File: config.mk
export PLATFORM = sky130hd
export DESIGN_NAME = mac_mem_ctrl
export DESIGN_NICKNAME = d
export VERILOG_FILES = /design/src/rtl/mac_mem_ctrl.sv
export SDC_FILE = /design/constraint.sdc
export NUM_CORES = 1
export LEC_CHECK = 0
export BUFFER_PORTS_ARGS = -buffer_cell sky130_fd_sc_hd__buf_4
export CORE_ASPECT_RATIO = 1.5
export CORE_MARGIN = 2
export CORE_UTILIZATION = 35
export DETAILED_ROUTE_END_ITERATION = 16
export GPL_ROUTABILITY_DRIVEN = 0
export GPL_TIMING_DRIVEN = 0
export PLACE_DENSITY = 0.52
export SYNTH_ARGS = -nofsm -noshare
export SYNTH_HDL_FRONTEND = slang
export SYNTH_SLANG_ARGS = --single-unit
File: constraint.sdc
create_clock -name clk -period 4.7 [get_ports clk]
set_clock_uncertainty 0.2 [all_clocks]
set_input_delay 0 -clock clk [delete_from_list [all_inputs] [get_ports clk]]
set_output_delay 0 -clock clk [all_outputs]
set_load 0.01 [all_outputs]
File: src/rtl/mac_mem_ctrl.sv
// mac_mem_ctrl: sequencer that owns the 16x8 operand memory during a run.
// It reads N operand pairs A[i], B[i], accumulates the unsigned dot product
// and writes the result back into the same memory, low byte first.
// Every output is a register, so nothing combinational reaches the ports.

module mac_mem_ctrl #(
    parameter int DATA_W = 8,
    parameter int ADDR_W = 4,
    parameter int ACC_W  = 16
) (
    input  logic              clk,
    input  logic              rst_n,
    input  logic              start,
    input  logic [ADDR_W-1:0] len,
    input  logic [ADDR_W-1:0] a_base,
    input  logic [ADDR_W-1:0] b_base,
    input  logic [ADDR_W-1:0] res_addr,
    output logic              busy,
    output logic              done,
    output logic              overflow,
    output logic [ACC_W-1:0]  acc_out,
    output logic              mem_r_en,
    output logic [ADDR_W-1:0] mem_r_addr,
    input  logic [DATA_W-1:0] mem_r_data,
    output logic              mem_w_en,
    output logic [ADDR_W-1:0] mem_w_addr,
    output logic [DATA_W-1:0] mem_w_data
);

    typedef enum logic [2:0] {
        IDLE  = 3'd0,
        RD_A  = 3'd1,
        RD_B  = 3'd2,
        MAC   = 3'd3,
        WR_LO = 3'd4,
        WR_HI = 3'd5,
        DONE  = 3'd6
    } state_t;

    state_t              state;

    // Run parameters latched at start so the caller may change its inputs mid-run
    logic [ADDR_W-1:0]   len_q;
    logic [ADDR_W-1:0]   a_base_q;
    logic [ADDR_W-1:0]   b_base_q;
    logic [ADDR_W-1:0]   res_addr_q;

    logic [ADDR_W-1:0]   idx;
    logic [ACC_W-1:0]    acc;
    logic [DATA_W-1:0]   a_reg;

    logic [2*DATA_W-1:0] prod;
    logic [ACC_W:0]      mac_sum;
    logic                last_pair;
    logic [ADDR_W-1:0]   next_idx;

    // Product of the held A operand with B arriving on the read port, summed one bit wider to expose the carry
    always_comb begin
        prod      = {{DATA_W{1'b0}}, a_reg} * {{DATA_W{1'b0}}, mem_r_data};
        mac_sum   = {1'b0, acc} + {{(ACC_W + 1 - 2 * DATA_W){1'b0}}, prod};
        last_pair = (idx == (len_q - ADDR_W'(1)));
        next_idx  = idx + ADDR_W'(1);
    end

    // Single state machine; outputs are loaded on the transition into the state in which they must be visible
    always_ff @(posedge clk or negedge rst_n) begin
        if (!rst_n) begin
            state      <= IDLE;
            len_q      <= '0;
            a_base_q   <= '0;
            b_base_q   <= '0;
            res_addr_q <= '0;
            idx        <= '0;
            acc        <= '0;
            a_reg      <= '0;
            busy       <= 1'b0;
            done       <= 1'b0;
            overflow   <= 1'b0;
            acc_out    <= '0;
            mem_r_en   <= 1'b0;
            mem_r_addr <= '0;
            mem_w_en   <= 1'b0;
            mem_w_addr <= '0;
            mem_w_data <= '0;
        end else begin
            case (state)
                IDLE: begin
                    done <= 1'b0;
                    if (start) begin
                        len_q      <= len;
                        a_base_q   <= a_base;
                        b_base_q   <= b_base;
                        res_addr_q <= res_addr;
                        idx        <= '0;
                        acc        <= '0;
                        overflow   <= 1'b0;
                        busy       <= 1'b1;
                        if (len != '0) begin
                            state      <= RD_A;
                            mem_r_en   <= 1'b1;
                            mem_r_addr <= a_base;
                        end else begin
                            state      <= WR_LO;
                            mem_w_en   <= 1'b1;
                            mem_w_addr <= res_addr;
                            mem_w_data <= '0;
                        end
                    end
                end

                RD_A: begin
                    state      <= RD_B;
                    mem_r_addr <= b_base_q + idx;
                end

                RD_B: begin
                    a_reg    <= mem_r_data;
                    mem_r_en <= 1'b0;
                    state    <= MAC;
                end

                MAC: begin
                    acc <= mac_sum[ACC_W-1:0];
                    if (mac_sum[ACC_W]) begin
                        overflow <= 1'b1;
                    end
                    idx <= next_idx;
                    if (last_pair) begin
                        state      <= WR_LO;
                        mem_w_en   <= 1'b1;
                        mem_w_addr <= res_addr_q;
                        mem_w_data <= mac_sum[DATA_W-1:0];
                    end else begin
                        state      <= RD_A;
                        mem_r_en   <= 1'b1;
                        mem_r_addr <= a_base_q + next_idx;
                    end
                end

                WR_LO: begin
                    state      <= WR_HI;
                    mem_w_addr <= res_addr_q + ADDR_W'(1);
                    mem_w_data <= acc[2*DATA_W-1:DATA_W];
                end

                WR_HI: begin
                    state    <= DONE;
                    mem_w_en <= 1'b0;
                    acc_out  <= acc;
                    busy     <= 1'b0;
                    done     <= 1'b1;
                end

                DONE: begin
                    done  <= 1'b0;
                    state <= IDLE;
                end

                default: begin
                    state    <= IDLE;
                    busy     <= 1'b0;
                    done     <= 1'b0;
                    mem_r_en <= 1'b0;
                    mem_w_en <= 1'b0;
                end
            endcase
        end
    end

endmodule

# Yosys cells after proc, flatten, opt, wreduce, memory -nomap -nowiden

Index checks and enable logic that the tools add are counted.

Output and inout bits: 37
Bits in registers: 84
Input port bits: 27
Logic and storage cells: 91

Add/subtract/negate cells: 6
Mux-type cells: 34
Bitwise operators: 3
Eq/ne operators: 13
Reduce and logical (&&, ||, !) cells: 17
Multiply operators: 1

Operator list:

| kind                  | count |
|---|---|
| $pmux W16 S2          | 1 |
| $mux W4               | 7 |
| $mux W8               | 3 |
| $pmux W4 S3           | 2 |
| $pmux W8 S3           | 1 |
| $pmux W3 S6           | 1 |
| $add A16 B16 Y17      | 1 |
| $mul A8 B8 Y16        | 1 |
| $mux W16              | 1 |
| $reduce_and A4 Y1     | 4 |
| $ne A2 B2 Y1 const B  | 6 |
| $reduce_or A4 Y1      | 3 |
| $eq A3 B3 Y1 const B  | 3 |
| $mux W1               | 9 |
| $mux W3               | 3 |
| $add A4 B1 Y4 const B | 2 |
| $add A4 B4 Y4         | 2 |
| $pmux W4 S2           | 1 |
| $eq A3 B2 Y1 const B  | 2 |
| $pmux W1 S2           | 3 |
| $pmux W1 S3           | 2 |
| $reduce_and A2 Y1     | 3 |
| $reduce_bool A3 Y1    | 2 |
| $reduce_or A5 Y1      | 1 |
| other kinds (8)       | 10 |

# Longest topological paths before layout

Gate-level depths: netlist of the first run.

Depth after elaboration: 4
Depth in mapped cells: 17
Depth with buffers taken out: 16

# Worst setup path after synthesis of the first run

OpenSTA, ideal clock, no wires.

Kind: reg2reg
Start: reg a_reg[1]
End: reg acc[15]
Setup slack: 132 ps
Stages on the path, launching flop included: 15
Arrival time: 4244 ps
Data required time: 4376 ps
Path buffers: 1
Clock period less this slack: 4568 ps
Cells stage by stage: dfrtp_1 > clkbuf_1 > and2_1 > fa_1 > fa_1 > fa_1 > inv_1 > fa_1 > inv_1 > ha_1 > and3_1 > a221oi_1 > nand2b_1 > a31oi_1 > a211o_1

Word-level cells in the longest chain between the ends: 3

RTL lines:

| what                     | RTL line | text |
|---|---|---|
| start: declaration       | 50       | `logic [DATA_W-1:0] a_reg;` |
| start signal: assignment | 117      | `a_reg <= mem_r_data;` |
| $mul A8 B8 Y16           | 59       | `prod = {{DATA_W{1'b0}}, a_reg} * {{DATA_W{1'b0}}, mem_r_data};` |
| $add A16 B16 Y17         | 60       | `mac_sum = {1'b0, acc} + {{(ACC_W + 1 - 2 * DATA_W){1'b0}}, prod};` |
| $pmux W16 S2             | 86       | `case (state)` |
| end signal: assignment   | 123      | `acc <= mac_sum[ACC_W-1:0];` |
| end: declaration         | 49       | `logic [ACC_W-1:0] acc;` |

No other way between the ends.
A chain may end at the register's enable or synchronous reset.

# Worst setup path in the final report of the first run

Start: reg a_reg[4]
End: reg acc[14]

The elaborated chain is that of the path after synthesis.

==> flow_summary.toml, run 1 <==
[synth]
synth_edf_count = 0
synth-compound-area-share = 0.1185
syn_area_mm2 = 0.006369
synth_top_family_by_area = "adder cells"
yosys_warnings = 0
synthSimpleGateAreaFrac = 0.1251
yosys.area.top_type = "dfrtp_1"
synth_top_area_frac = 0.3301
netlist_instances = 646
synthMuxAreaShare = 0.06149
yosysMostFrequentCell = "inv_1"
synth-seq-area-share = 0.3301
yosys_most_used_dff = "dfrtp_1"
synth_common_cells = "inv_1, dfrtp_1, nand2_1"
ys_ff_latch = 84
syn-num-nets = 771
synth_xor_area_frac = 0.02888
synth_area_leaders = "dfrtp_1, fa_1, ha_1"
ys_types = 51
synth_adder_area_share = 0.2550
postSynthAreaPerCell_um2 = 9.859
async_reset_ff_frac = 1.000

[finish]
fill_cells = 1781
fin_util = 0.4377
n_antenna_cell = 0
reg.largest.list = "acc: 16 flops, acc_out: 16 flops"
drive_gt1_frac = 0.2213
area.growth.synth_to_final_pct = 22.81
final_nets = 870

[routing]
dr.pass1.iters = 4
vias = 4889
routed_wirelength_mm = 16.29
drt_iter0_markers = 181
drc = 0
ant_nets = 0
vias_per_cell = 5.056
wire_per_inst_um = 16.84

[status]
status = "finished, final reports clean"

[clock_tree]
clkTransAtPathRegs_ns = 0.07
cts_tree = "built"
cts_made_buffers = 9
cts_sinks = 84
h-tree-depth = 3
clock_latency_ns = 0.35
cts_root_buf = "clkbuf_16"
cts_buffer_depth = 2

[sta]
hold_viol = 0
finalSetupViolations = 0
clock.fmax_ghz = 0.2202
slew_headroom = 0.2342
fin_crit_ns = 4.542
finalCritPeriodShare = 0.9663
tightest_slew_ns = 1.149
maxSlewViolCount = 0

[worst_hold_path]
worstHoldPathCells = 2
whs_endpoint = "a_reg[0]"
min_path_type = "in -> reg"
min_from = "mem_r_data[0]"

[critical_path]
worst_r2r_path_depth = 15
worst-path-max-fanout = 4
r2r_slack_ns = 0.16
cp.required_ns = 4.71
path_class = "reg -> reg"
critPathArrivalTime_ns = 4.55
end_kind = "flip-flop"
r2r_start = "a_reg[4]"
r2r-end = "acc[14]"
startpoint_type = "flip-flop"

[grt]
grt_first_pass_wirelength_mm = 26.85
grt_pass1_vias = 5282
grt-ovfl-total = 0
antenna_found_initial = 0
grt_max_degree = 85
grt.total_usage = 0.1792

[placement]
port_buffers = 58
hpwl_mm = 12.47

[floorplanning]
num_rows = 60
dieArea_mm2 = 0.01931
core_mm2 = 0.01787
pin_count = 64
start_util = 0.3564
die_y_um = 169.2
die_w_um = 114.1

[run]
maxCapViolations = 0
cell usage in the layout (no fill, tap or decap), drive strengths merged, types with 2 or more instances in the layout:
master | netlist | final
nand2 | 74 | 74
nor4 | 3 | 3
a21boi | 2 | 2
a211oi | 3 | 3
a21oi | 26 | 26
xnor2 | 15 | 15
mux2i | 2 | 2
clkinv | 0 | 2
and2 | 34 | 34
dfrtp | 84 | 84
nor3 | 8 | 8
a22oi | 6 | 6
o31ai | 2 | 2
nor2 | 29 | 29
and3 | 2 | 2
nand2b | 2 | 2
dlygate4sd3 | 0 | 21
nand3 | 7 | 7
a221oi | 3 | 3
a31oi | 11 | 11
inv | 105 | 107
o21ai | 29 | 29
clkbuf | 16 | 24
mux2 | 33 | 33
a21o | 13 | 13
a22o | 8 | 8
fa | 53 | 53
ha | 45 | 45
buf | 10 | 79
xor2 | 6 | 6
o21a | 2 | 2
repair_timing:
item / CTS / global route
hold endpoints to repair: 112 / 0
gates resized for setup: 14 / 19
buffers inserted: 11 / 0
endpoints found under the setup margin: 8 / 7
pin swaps: 4 / 5
hold buffers: 21 / 0
how the worst max path moves through the flow:
stage	from	cells past startpoint	end	slack, ns
final	a_reg[4]	15	acc[14]	0.16
after CTS	a_reg[1]	14	acc[13]	0.003
after floorplan	a_reg[1]	14	acc[15]	0.13
after detailed placement	a_reg[2]	15	acc[13]	-0.55
after global routing	a_reg[5]	14	overflow	-0.002
after global placement	a_reg[2]	15	acc[13]	-0.53
cells by family (layout without fill, tap and decap cells):
| family | Yosys count | count (layout) |
|---|---|---|
| AOI/OAI and AO/OA | 111 | 111 |
| xor gates and xnor gates | 21 | 21 |
| adders and majority gates | 98 | 98 |
| buffers and inverters | 131 | 235 |
| DFF | 84 | 84 |
| muxes | 35 | 35 |
| and+or+nand+nor | 166 | 166 |
worst max-delay path, stage by stage, from the launching register on:
cell and delay [ns]:
dfrtp_2 0.44, buf_4 0.16, and2_1 0.16, fa_1 0.48
fa_1 0.53, fa_1 0.55, inv_1 0.06, fa_1 0.54
inv_1 0.05, ha_1 0.33, inv_2 0.13, nor2_4 0.06
and4_1 0.21, a211oi_2 0.23, xor2_1 0.19, o21ai_0 0.10
metal layers:
metal | track usage | wire length (um)
met1 | 0.2030 | 6392
met3 | 0.02464 | 399
met4 | 0.08696 | 657
met2 | 0.3266 | 8835
met5 | 0 | 0
metrics by stage:
step / hold WS (ns) / setup WS [ns] / cell area (um^2) / TNS, ns / instances
finish: 0.04858 / 0.1582 / 7821 / 0 / 967
CTS: 0.04074 / 0.002593 / 7721 / 0 / 967
global placement: 0.01252 / -0.5307 / 7076 / -1.852 / 921
floorplan: -0.4956 / 0.1318 / 6369 / 0 / 646
detailed placement: 0.008942 / -0.5511 / 7076 / -2.171 / 921
global route: 0.07061 / -0.001755 / 7821 / -0.001755 / 967
final cells by class:
class / instances / area [um^2] / share of cell area
sequential: 84 / 2112 / 0.2700
clock buffer: 10 / 239.0 / 0.03056
multi-input combinational: 431 / 3891 / 0.4975
timing repair buffer: 90 / 728.2 / 0.09311
clock inverter: 6 / 71.32 / 0.009119
inverter: 105 / 394.1 / 0.05039
buffer: 24 / 113.9 / 0.01456
tap: 217 / 271.5 / 0.03471
Power of run 1 is left out: the tool's default activity adds up to more than one toggle a clock period on the data nets, which glitch-free logic cannot reach.
==> inputs of run 2 (changes only) <==
--- a/config.mk
+++ b/config.mk
@@ -6,13 +6,14 @@
 export NUM_CORES = 1
 export LEC_CHECK = 0
 export BUFFER_PORTS_ARGS = -buffer_cell sky130_fd_sc_hd__buf_4
-export CORE_ASPECT_RATIO = 1.5
+export CORE_ASPECT_RATIO = 1.75
 export CORE_MARGIN = 2
 export CORE_UTILIZATION = 35
 export DETAILED_ROUTE_END_ITERATION = 16
 export GPL_ROUTABILITY_DRIVEN = 0
-export GPL_TIMING_DRIVEN = 0
+export GPL_TIMING_DRIVEN = 1
 export PLACE_DENSITY = 0.52
+export SKIP_LAST_GASP = 1
 export SYNTH_ARGS = -nofsm -noshare
 export SYNTH_HDL_FRONTEND = slang
 export SYNTH_SLANG_ARGS = --single-unit
==> run 2 against run 1 <==
Effect of this change: the run now ends with hold timing left; worst hold slack lost 0.059 ns; critical path depth is 1 lower; die area rose by 0.10%; global-route usage rose by 0.12 points; clock-buffer cell count is 1 lower; sequential share of layout area rose by 0.083 points; first-iteration DRC count is 3.3% higher; fmax increased by 0.52%; sequential cell count stayed put; register-to-register slack gained 0.02 ns; highest routed layer unchanged.
==> flow_summary.toml, run 2 (synthesis results as in run 1) <==
[sta]
clock.fmax_ghz = 0.2213
maxSlewViolCount = 0
fin_ws_ns = 0.1817
finalCritPeriodShare = 0.9613
rsz0062_at_grt = "true"
fin_hold_ws_ns = -0.01031
tightest_slew_ns = 1.116
finalSetupViolations = 0
fin_crit_ns = 4.518
hold_viol = 7
slew_headroom = 0.2539

[run]
maxCapViolations = 0

[clock_tree]
cts_tree = "built"
cts_made_buffers = 9
h-tree-depth = 3
cts_buffer_depth = 2
clkTransAtPathRegs_ns = 0.07
cts_root_buf = "clkbuf_16"
clock_latency_ns = 0.35
cts_sinks = 84

[finish]
final_common_cell = "inv_1"
fill_cells = 1721
area.growth.synth_to_final_pct = 22.14
multiInputGateArea_mm2 = 0.003825
regArea_mm2 = 0.002107
final_cell_mix = "inv_1, dfrtp_1, buf_4"
final_nets = 860
n_antenna_cell = 0
design_area_mm2 = 0.007779
reg.largest.list = "acc: 16 flops, acc_out: 16 flops"
drive_gt1_frac = 0.2054

[routing]
routed_wirelength_mm = 16.21
vias = 4776
dr.pass1.iters = 4
vias_per_cell = 4.903
drc = 0
wire_per_inst_um = 16.64
ant_nets = 0
drt_iter0_markers = 187

[critical_path]
worst-path-max-fanout = 6
path_class = "reg -> reg"
critPathArrivalTime_ns = 4.55
end_kind = "flip-flop"
startpoint_type = "flip-flop"
cp.required_ns = 4.73

[grt]
grt_pass1_vias = 5254
antenna_found_initial = 0
grt.total_usage = 0.1804
grt-ovfl-total = 0
grt_max_degree = 44
grt_first_pass_wirelength_mm = 27.12

[placement]
placed_cell_area_mm2 = 0.007108
port_buffers = 63
hpwl_mm = 12.70
place_ws_ns = -0.003847

[floorplanning]
die_w_um = 106.0
num_rows = 65
die_y_um = 182.4
dieArea_mm2 = 0.01933
pin_count = 64
start_util = 0.3543
core_mm2 = 0.01797

[status]
violations = "hold timing"
status = "finished with violations"

[worst_hold_path]
min_path_type = "in -> async"
## run 2: final timing paths
path / startpoint / to / slack (ns) / cells after the start
max: a_reg[5] / acc[15] / 0.18 / 14
min: rst_n / mem_w_en / -0.01 / 2
max reg2reg: a_reg[5] / acc[15] / 0.18 / 14
min reg2reg: acc_out[9] / acc_out[9] / 0.29 / 2
max in group asynchronous: rst_n / a_reg[4] / 3.27 / 3
min in group clk: b_base[1] / b_base_q[1] / 0.21 / 4
## run 2: critical path, cell delays in order, from the launching register on
cell and delay (ns):
dfrtp_2 0.45, clkbuf_2 0.17, and2_1 0.18, fa_1 0.48, inv_1 0.05, fa_1 0.49
fa_1 0.45, fa_1 0.55, inv_1 0.06, ha_4 0.26, and3_1 0.19, a221oi_2 0.29
nand2b_1 0.17, a31oi_1 0.14, a211o_1 0.28
## run 2: metal layers
metal  vias to the layer above  track usage  share of wire
met5                         -            0              0
met3                        34      0.03143          0.037
li1                       2281            -              -
met4                         0      0.07579          0.033
met2                        99       0.3412           0.57
met1                      2362       0.1942           0.36
## run 2: cell type report
class	instances	area share
inverter	105	0.05067
clock buffer	9	0.02895
tap	234	0.03764
sequential	84	0.2709
timing repair buffer	104	0.1097
clock inverter	7	0.01046
multi-input combinational	431	0.4917
## run 2: metrics by stage
step | hold slack, ns | util | TNS, ns | instances
after floorplan | -0.4956 | - | 0 | 646
after global placement | -0.1739 | 0.3955 | 0 | 928
after detailed placement | -0.1689 | 0.3955 | -0.003847 | 928
after CTS | 0.004908 | 0.4270 | 0 | 970
after global routing | 0.04165 | 0.4328 | -0.01547 | 974
final | -0.01031 | 0.4328 | 0 | 974
## run 2: repair_timing
action | in CTS | in global routing
endpoints found under the hold margin | 74 | 0
hold buffers | 26 | 0
endpoints found under the setup margin | 1 | 8
gates resized for setup | 1 | 14
buffers inserted | 0 | 4
pin swaps | 0 | 6
Power of run 2 is left out for the same reason.
